## config.mk

```make
export PLATFORM = sky130hd
export DESIGN_NAME = mxint8_block_decoder
export DESIGN_NICKNAME = d
export VERILOG_FILES = /design/src/rtl/mxint8_block_decoder.sv
export SDC_FILE = /design/constraint.sdc
export NUM_CORES = 1
export LEC_CHECK = 0
export CELL_PAD_IN_SITES_DETAIL_PLACEMENT = 1
export CELL_PAD_IN_SITES_GLOBAL_PLACEMENT = 1
export CORE_MARGIN = 2
export CORE_UTILIZATION = 30
export DETAILED_ROUTE_END_ITERATION = 10
export PLACE_DENSITY_LB_ADDON = 0.1
export SYNTH_ARGS = -nofsm -noshare
export SYNTH_HDL_FRONTEND = slang
export SYNTH_SLANG_ARGS = --single-unit
```

## constraint.sdc

```tcl
create_clock -name i_clk -period 9.5 [get_ports i_clk]
set_clock_uncertainty 0.2 [all_clocks]
set_input_delay 0.95 -clock i_clk [delete_from_list [all_inputs] [get_ports i_clk]]
set_output_delay 0.95 -clock i_clk [all_outputs]
set_load 0.005 [all_outputs]
```

## src/rtl/mxint8_block_decoder.sv

```systemverilog
// mxint8_block_decoder: buffers one MXINT8 block and streams it out as float32, one per handshake.
// Define MXINT8_DECODE_SUBNORMAL_EN to emit exact subnormals instead of flushing them to signed zero.
module mxint8_block_decoder #(
    parameter int BLOCK_SIZE = 32,
    parameter int IDX_W      = $clog2(BLOCK_SIZE)
) (
    input  logic                    i_clk,
    input  logic                    i_rst,
    input  logic                    i_valid,
    output logic                    o_ready,
    input  logic [7:0]              i_scale,
    input  logic [8*BLOCK_SIZE-1:0] i_mxint8_elements,
    output logic                    o_valid,
    input  logic                    i_ready,
    output logic [31:0]             o_float32,
    output logic [IDX_W-1:0]        o_index,
    output logic                    o_last
);
    typedef enum logic {IDLE, STREAM} state_t;
    state_t                  r_state;
    logic [IDX_W-1:0]        r_idx;
    logic [7:0]              r_scale;
    logic [8*BLOCK_SIZE-1:0] r_buf;
    logic                    w_last;
    logic                    w_hs;
    logic                    w_accept;
    logic [7:0]              w_e;
    logic [7:0]              w_mag;
    logic [2:0]              w_p;
    logic signed [9:0]       w_eb;
    logic [22:0]             w_mant;
    logic [31:0]             w_sub;
    assign o_valid  = r_state == STREAM;
    assign o_index  = r_idx;
    assign w_last   = o_valid && r_idx == IDX_W'(BLOCK_SIZE - 1);
    assign o_last   = w_last;
    assign w_hs     = o_valid && i_ready;
    assign o_ready  = !i_rst && (r_state == IDLE || (w_hs && w_last));
    assign w_accept = i_valid && o_ready;
    always_ff @(posedge i_clk) begin
        if (i_rst) begin
            r_state <= IDLE;
            r_idx   <= '0;
        end else if (w_accept) begin
            r_state <= STREAM;
            r_idx   <= '0;
            r_scale <= i_scale;
            r_buf   <= i_mxint8_elements;
        end else if (w_hs) begin
            r_state <= w_last ? IDLE : STREAM;
            r_idx   <= w_last ? '0 : r_idx + IDX_W'(1);
        end
    end
    assign w_e   = r_buf[{r_idx, 3'b000} +: 8];
    assign w_mag = w_e[7] ? -w_e : w_e;
    always_comb begin
        w_p = 3'd0;
        for (int k = 0; k < 8; k++)
            if (w_mag[k]) w_p = 3'(k);
    end
    assign w_eb = $signed({2'b00, r_scale}) - 10'sd6 + $signed({7'b0, w_p});
    // Shift the leading one up to bit 23 so bits 22:0 are the left-aligned fraction.
    assign w_mant = 23'(32'(w_mag) << (5'd23 - {2'b00, w_p}));
`ifdef MXINT8_DECODE_SUBNORMAL_EN
    assign w_sub = {w_e[7], 8'h00, 23'(32'(w_mag) << (r_scale[4:0] + 5'd16))};
`else
    assign w_sub = {w_e[7], 31'h0};
`endif
    assign o_float32 = (r_scale == 8'hFF) ? 32'h7FC0_0000 :
                       (w_mag == 8'd0)    ? 32'h0000_0000 :
                       (w_eb >= 10'sd255) ? {w_e[7], 31'h7F7F_FFFF} :
                       (w_eb >= 10'sd1)   ? {w_e[7], w_eb[7:0], w_mant} : w_sub;
endmodule

```

# Yosys cells after proc, flatten, opt, wreduce, memory -nomap -nowiden
# Cells that the tools add are included.
# op_classes
n_addsub	5
magnitude_cmp	2
n_eq_ne	2
n_shift	2
muxes	16
bitwise_logic	2
reduce_logical	11
# ops
operator	n
$shiftx 256x9->8	1
$mux 32	2
$mux 31	2
$shl 8x5->23	1
$mux 3	6
$add 9x4->10	1
$ge 10x2->1 const B	1
$ge 10x9->1 const B	1
$sub 8x3->9 const B	1
$eq 8x8->1 const B	1
$logic_not 8->1	1
$mux 8	1
$neg 8->8	1
$add 5x1->5 const B	1
$eq 5x5->1 const B	1
$logic_and 1x1->1	5
$mux 5	1
$sub 5x3->5 const A	1
$mux 1	4
$not 1->1	2
$reduce_and 2->1	1
$reduce_bool 2->1	1
$reduce_or 2->1	1
$logic_not 1->1	1
$logic_or 1x1->1	1
# word_totals
regBits	270
inputBits	268

# Logic depth before layout (Yosys ltp)
# Gate-level depths: netlist (run 1).
# logic_depth
word_depth	16
mapped_depth	28

# Worst setup path after synthesis (run 1)
# OpenSTA, ideal clock, no wires.
# synth_timing
path_type	reg2reg
start	register r_idx[2] (netlist: o_index[2])
end	register r_buf[0] (enable)
setup_ps	662
arrival_ps	7541
path_slack_ps	1097
stages_incl_launch_ff	9
n_path_buf	3
period_less_slack_ps	8403
path_cell_list	dfxtp_1 -> buf_2 -> buf_4 -> buf_2 -> and3_1 -> ha_1 -> a21boi_0 -> nor2_1 -> and2_1
# synth_via
elab_chain_len	7
# synth_lines
element	line	rtl
start, declared	21	logic [IDX_W-1:0] r_idx;
start signal, assigned	51	r_idx <= w_last ? '0 : r_idx + IDX_W'(1);
$eq 5x5->1	35	assign w_last = o_valid && r_idx == IDX_W'(BLOCK_SIZE - 1);
$logic_and 1x1->1	35	
$logic_and 1x1->1	38	assign o_ready = !i_rst && (r_state == IDLE || (w_hs && w_last));
$logic_or 1x1->1	38	
$logic_and 1x1->1	38	
net o_ready	10	output logic o_ready,
$logic_and 1x1->1	39	assign w_accept = i_valid && o_ready;
$reduce_and 2->1 (no source line)	--	
end signal, assigned	48	r_buf <= i_mxint8_elements;
end, declared	23	logic [8*BLOCK_SIZE-1:0] r_buf;
# The timed path passes the listed nets, and every way through them passes these cells.
# A chain may end at the register's enable or synchronous reset.

# Worst setup path after layout (run 1)
# layout_timing
start	register r_idx[2] (netlist: o_index[2])
end	output o_float32[19]
# layout_via
elab_chain_len	16
word_cells_on_any_way	20
# layout_lines
element	line	rtl
$shiftx 256x9->8 *	54	assign w_e = r_buf[{r_idx, 3'b000} +: 8];
$neg 8->8	55	assign w_mag = w_e[7] ? -w_e : w_e;
$mux 8 *	55	
$mux 1	59	if (w_mag[k]) w_p = 3'(k);
$mux 3 (6 in a row)	59	
$add 9x4->10 / $sub 5x3->5 (equally long branches)	61, 63	
$ge 10x2->1 / $shl 8x5->23 (equally long branches)	72, 63	
$mux 31	72	(w_eb >= 10'sd1) ? {w_e[7], w_eb[7:0], w_mant} : w_sub;
$mux 31	71	(w_eb >= 10'sd255) ? {w_e[7], 31'h7F7F_FFFF} :
$mux 32 *	70	(w_mag == 8'd0) ? 32'h0000_0000 :
$mux 32 *	69	assign o_float32 = (r_scale == 8'hFF) ? 32'h7FC0_0000 :
end, declared	15	output logic [31:0] o_float32,
# Mark *: on every way between the ends. The rest lies on a longest branch, timed or not.

==> results of run 1 <==
[kinds of logic (layout without fill, tap and decap cells)]
logic type,Yosys count,in the layout
flops,270,270
compound gates,111,111
simple gates,108,108
mux,86,86
buf+inv,58,388
xor+xnor,16,16
fa+ha+maj,8,8
other cells,0,3
[routing by layer]
metal,GRT usage,share of wire
met2,0.284,0.50
met1,0.205,0.41
met3,0.0411,0.064
met4,0.0548,0.025
met5,0,0.0012
[how the worst min path moves through the flow]
stage / endpoint / slack [ps] / depth (start not counted)
2_1_floorplan: o_valid$_SDFFE_PP0P_ / 400 / 3
3_3_place_gp: o_valid$_SDFFE_PP0P_ / 430 / 3
3_5_place_dp: o_valid$_SDFFE_PP0P_ / 430 / 3
4_1_cts: o_valid$_SDFFE_PP0P_ / 440 / 3
5_1_grt: o_valid$_SDFFE_PP0P_ / 490 / 3
6_report: o_valid$_SDFFE_PP0P_ / 430 / 3
[power by group through the flow]
stage          combinational, mW  sequential [mW]  clock [mW]
2_1_floorplan              0.146             1.41           0
3_3_place_gp               0.325             1.41           0
3_5_place_dp               0.326             1.41           0
4_1_cts                    0.328             1.38        1.32
5_1_grt                    0.355             1.38        1.36
6_report                   0.327             1.38        1.27
[layout make-up]
type                    instances  area, µm²
clock inverters                19        204
multi-input cells             329       3250
inverters                      15       56.3
clock buffers                  37        883
well taps                     518        648
diodes                          3       7.51
repair buffers                317       3180
fillers                      3860      22200
flip-flops and latches        270       8060
[critical path, delay by kind of cell, from the launching register on]
kind                       cells  cell delay, ps
muxes                          1             200
buffers and inverters          4            1300
and+or+nand+nor                7            1630
xor gates and xnor gates       1             250
DFF                            1             670
AOI/OAI and AO/OA              9            2440
adders and majority gates      2             540
[registers in the layout, summed over array words and instances, names as in the netlist]
| signal | flops |
|---|---|
| o_index | 5 |
| o_valid | 1 |
| r_buf | 256 |
| r_scale | 8 |
[per-stage QoR]
stage                     area (µm²)   util  instances
final                          16300  0.423       1508
after global routing           16300  0.423       1508
after CTS                      16200  0.422       1504
after detailed placement       15200  0.394       1448
after global placement         15200  0.394       1448
after floorplan                11600      -        657
[cells in the mapped netlist (all sizes together), types with 3 or more instances]
master,instances,area (µm²)
o21ai,22,110
and3,3,18.8
mux4,50,1150
a211oi,3,27.5
nor4,3,33.8
a22o,9,78.8
or2,6,37.5
dfxtp,6,120
buf,34,264
or3,4,25.0
nor2b,4,25.0
a21oi,19,103
ha,7,87.6
xor2,7,61.3
xnor2,9,97.6
nand3,7,35.0
or4,3,22.5
nor3,9,55.1
nand2,20,77.6
nor2,17,63.8
nand2b,7,43.8
a221oi,5,50.0
o221ai,6,52.6
a22oi,11,87.6
mux2,12,135
inv,15,56.3
clkbuf,9,33.8
a211o,6,52.6
mux2i,24,244
edfxtp,264,7930
o22ai,7,50.1
nand4,4,25.0
nor3b,3,22.5
and2,10,62.6
[repair_timing]
action	in CTS	in global routing
endpoints found under the hold margin	0	0
resized for setup	0	5
endpoints found under the setup margin	0	20
buffers inserted	0	1
==> out/results.tsv, run 1 <==
stage	metric	value	unit
worst_setup_path	RR Endpoint	r_scale[3]$_DFFE_PP_	
timing	Worst Tran Pin Value	1320	ps
power	Power Density	183	mW/mm²
cts	CTS tree	built	
power	Seq pwr share	0.463	
worst_setup_path	FF-to-FF Start	o_index[0]$_SDFFE_PP0P_	
yosys	main combinational cell family by area after synthesis	multiplexers	
route	Wirelength per Cell	22.5	µm
timing	Fin Setup TNS	0	ps
cts	H-Tree Depth	2	
timing	relative slew slack	0.118	
power	switching share of total power	0.216	
grt	initial antenna violation count	9	
yosys	Yosys warning count	0	
timing	Tcrit/Tclk final	0.923	
cts	Sink Count	270	
die	IO Count	308	
timing	Max Clk Rate	114	MHz
power	Net Switching	644	µW
worst_setup_path	CP Launch Type	register	
place	Detail Placement HPWL	24.2	mm
power	Int Pwr	2.34	mW
yosys	Post-Syn Area per Cell	17.7	µm²
grt	first-pass GRT wire length	49.5	mm
cts	clk_lat worst skew	530	ps
worst_hold_path	Worst Hold Launch	o_valid$_SDFFE_PP0P_	
power	combinational share of power	0.110	
timing	Hold Fails Final Rpt	0	
die	std cell rows	72	
worst_setup_path	arrival time at the worst endpoint	7610	ps
yosys	Post-synth EDFFs	264	
worst_setup_path	crit-path max FO	30	
final_layout	share of cells above drive strength 1	0.142	
yosys	mux share of post-synthesis cell area	0.132	
worst_setup_path	CP max stage delay	670	ps
die	CORE AREA	0.0385	mm²
die	Die W	201	µm
grt	Tot GR Track Use	0.166	
grt	grt ovf	0	
worst_setup_path	CP most frequent cell	a21oi_1	
route	drt drc	0	
cts	clock slew at reported path FFs	60	ps
worst_setup_path	Max stage delay cell, worst path	dfxtp_2	
worst_setup_path	crit path capture	o_float32[19]	
job	Max-Cap Viols	0	
final_layout	Nets	1243	
grt	vias in the first global route	7718	
worst_hold_path	Hold Path Class	register to register	
power	Final Total Pwr	2.98	mW
route	initial DRC count	342	
yosys	post-synthesis register bit count	270	
yosys	simple-gate share of the synthesized area	0.0543	
status	run status	finished clean	
yosys	register area share after synthesis	0.692	
timing	Max Slew Vio Count	0	
place	global placement routability congestion	0.780	
route	total length of routed wires	33.9	mm
cts	CTS Buffer Depth	3	
power	Max IR drop VDD	0.129	mV
worst_setup_path	CP cell instances	buf_6, and2_2, a22oi_1, nand3_1, nand2_1, ha_1, inv_1, a221oi_2, a31oi_1, mux2i_2, a21oi_1, inv_1, ha_1, a21o_1, a21oi_1, nor2_1, a2bb2oi_1, xnor2_1, nor4_1, a21oi_1, nand3_1, or3_1, o311ai_1, clkdlybuf4s50_1	
place	pre-CTS WS	772	ps
worst_setup_path	Critical Path RT	8350	ps
worst_setup_path	Reg2Reg Depth	8	
timing	RSZ-0062 raised after global routing	no	
yosys	Post-synth ARST share	0	
cts	total CTS buffers	34	
route	router iterations before antenna repair	5	
worst_setup_path	CP startpoint	o_index[2]$_SDFFE_PP0P_	
worst_setup_path	FF-to-FF setup slack	5190	ps
yosys	top_reg_cell synth	edfxtp_1	
cts	CTS Root Cell	clkbuf_16	
cts	cts hold-fix bufs	0	
die	die area	0.0404	mm²
timing	Final Setup Violations	0	
die	die extent in y	201	µm
timing	minimum clock period	8760	ps
final_layout	commonest cells after routing, fill and taps aside	307 x clkdlybuf4s50_1, 264 x edfxtp_1, 43 x mux4_2	
route	Post-DRT Antenna Nets	0	
worst_setup_path	Worst Setup End Kind	output pin	
yosys	Synth Area in XOR/XNOR	0.0137	
worst_setup_path	Crit Path Class	register to output pin	
yosys	Adder-Cell Fraction of Synth Area	0.00925	
timing	setup slack after layout	736	ps
final_layout	commonest non-fill, non-tap cell in the layout	clkdlybuf4s50_1	
grt	largest net degree at the start of global routing	204	
die	Starting Density	0.302	
power	Clock Power Share	0.427	
power	Pleak	5.37	nW
place	IO buf count	307	
yosys	complex-gate fraction of the synthesized area	0.0689	
route	Vias	7090	
route	Avg Vias per Cell	4.70	
yosys	Post-Syn Area	0.0116	mm²
timing	hold slack	432	ps
yosys	Synth cell types	78	
yosys	Syn Nets	933	
yosys	post-synthesis cell count	657	
final_layout	layout overhead on the synthesized area	39.9	%
No activity file was read; power rests on OpenSTA's default activity.
==> run 2: changes to the inputs <==
- TNS_END_PERCENT: default -> 100
==> results of run 2 <==
Final layout, timing and power as in run 1 (identical DEF).
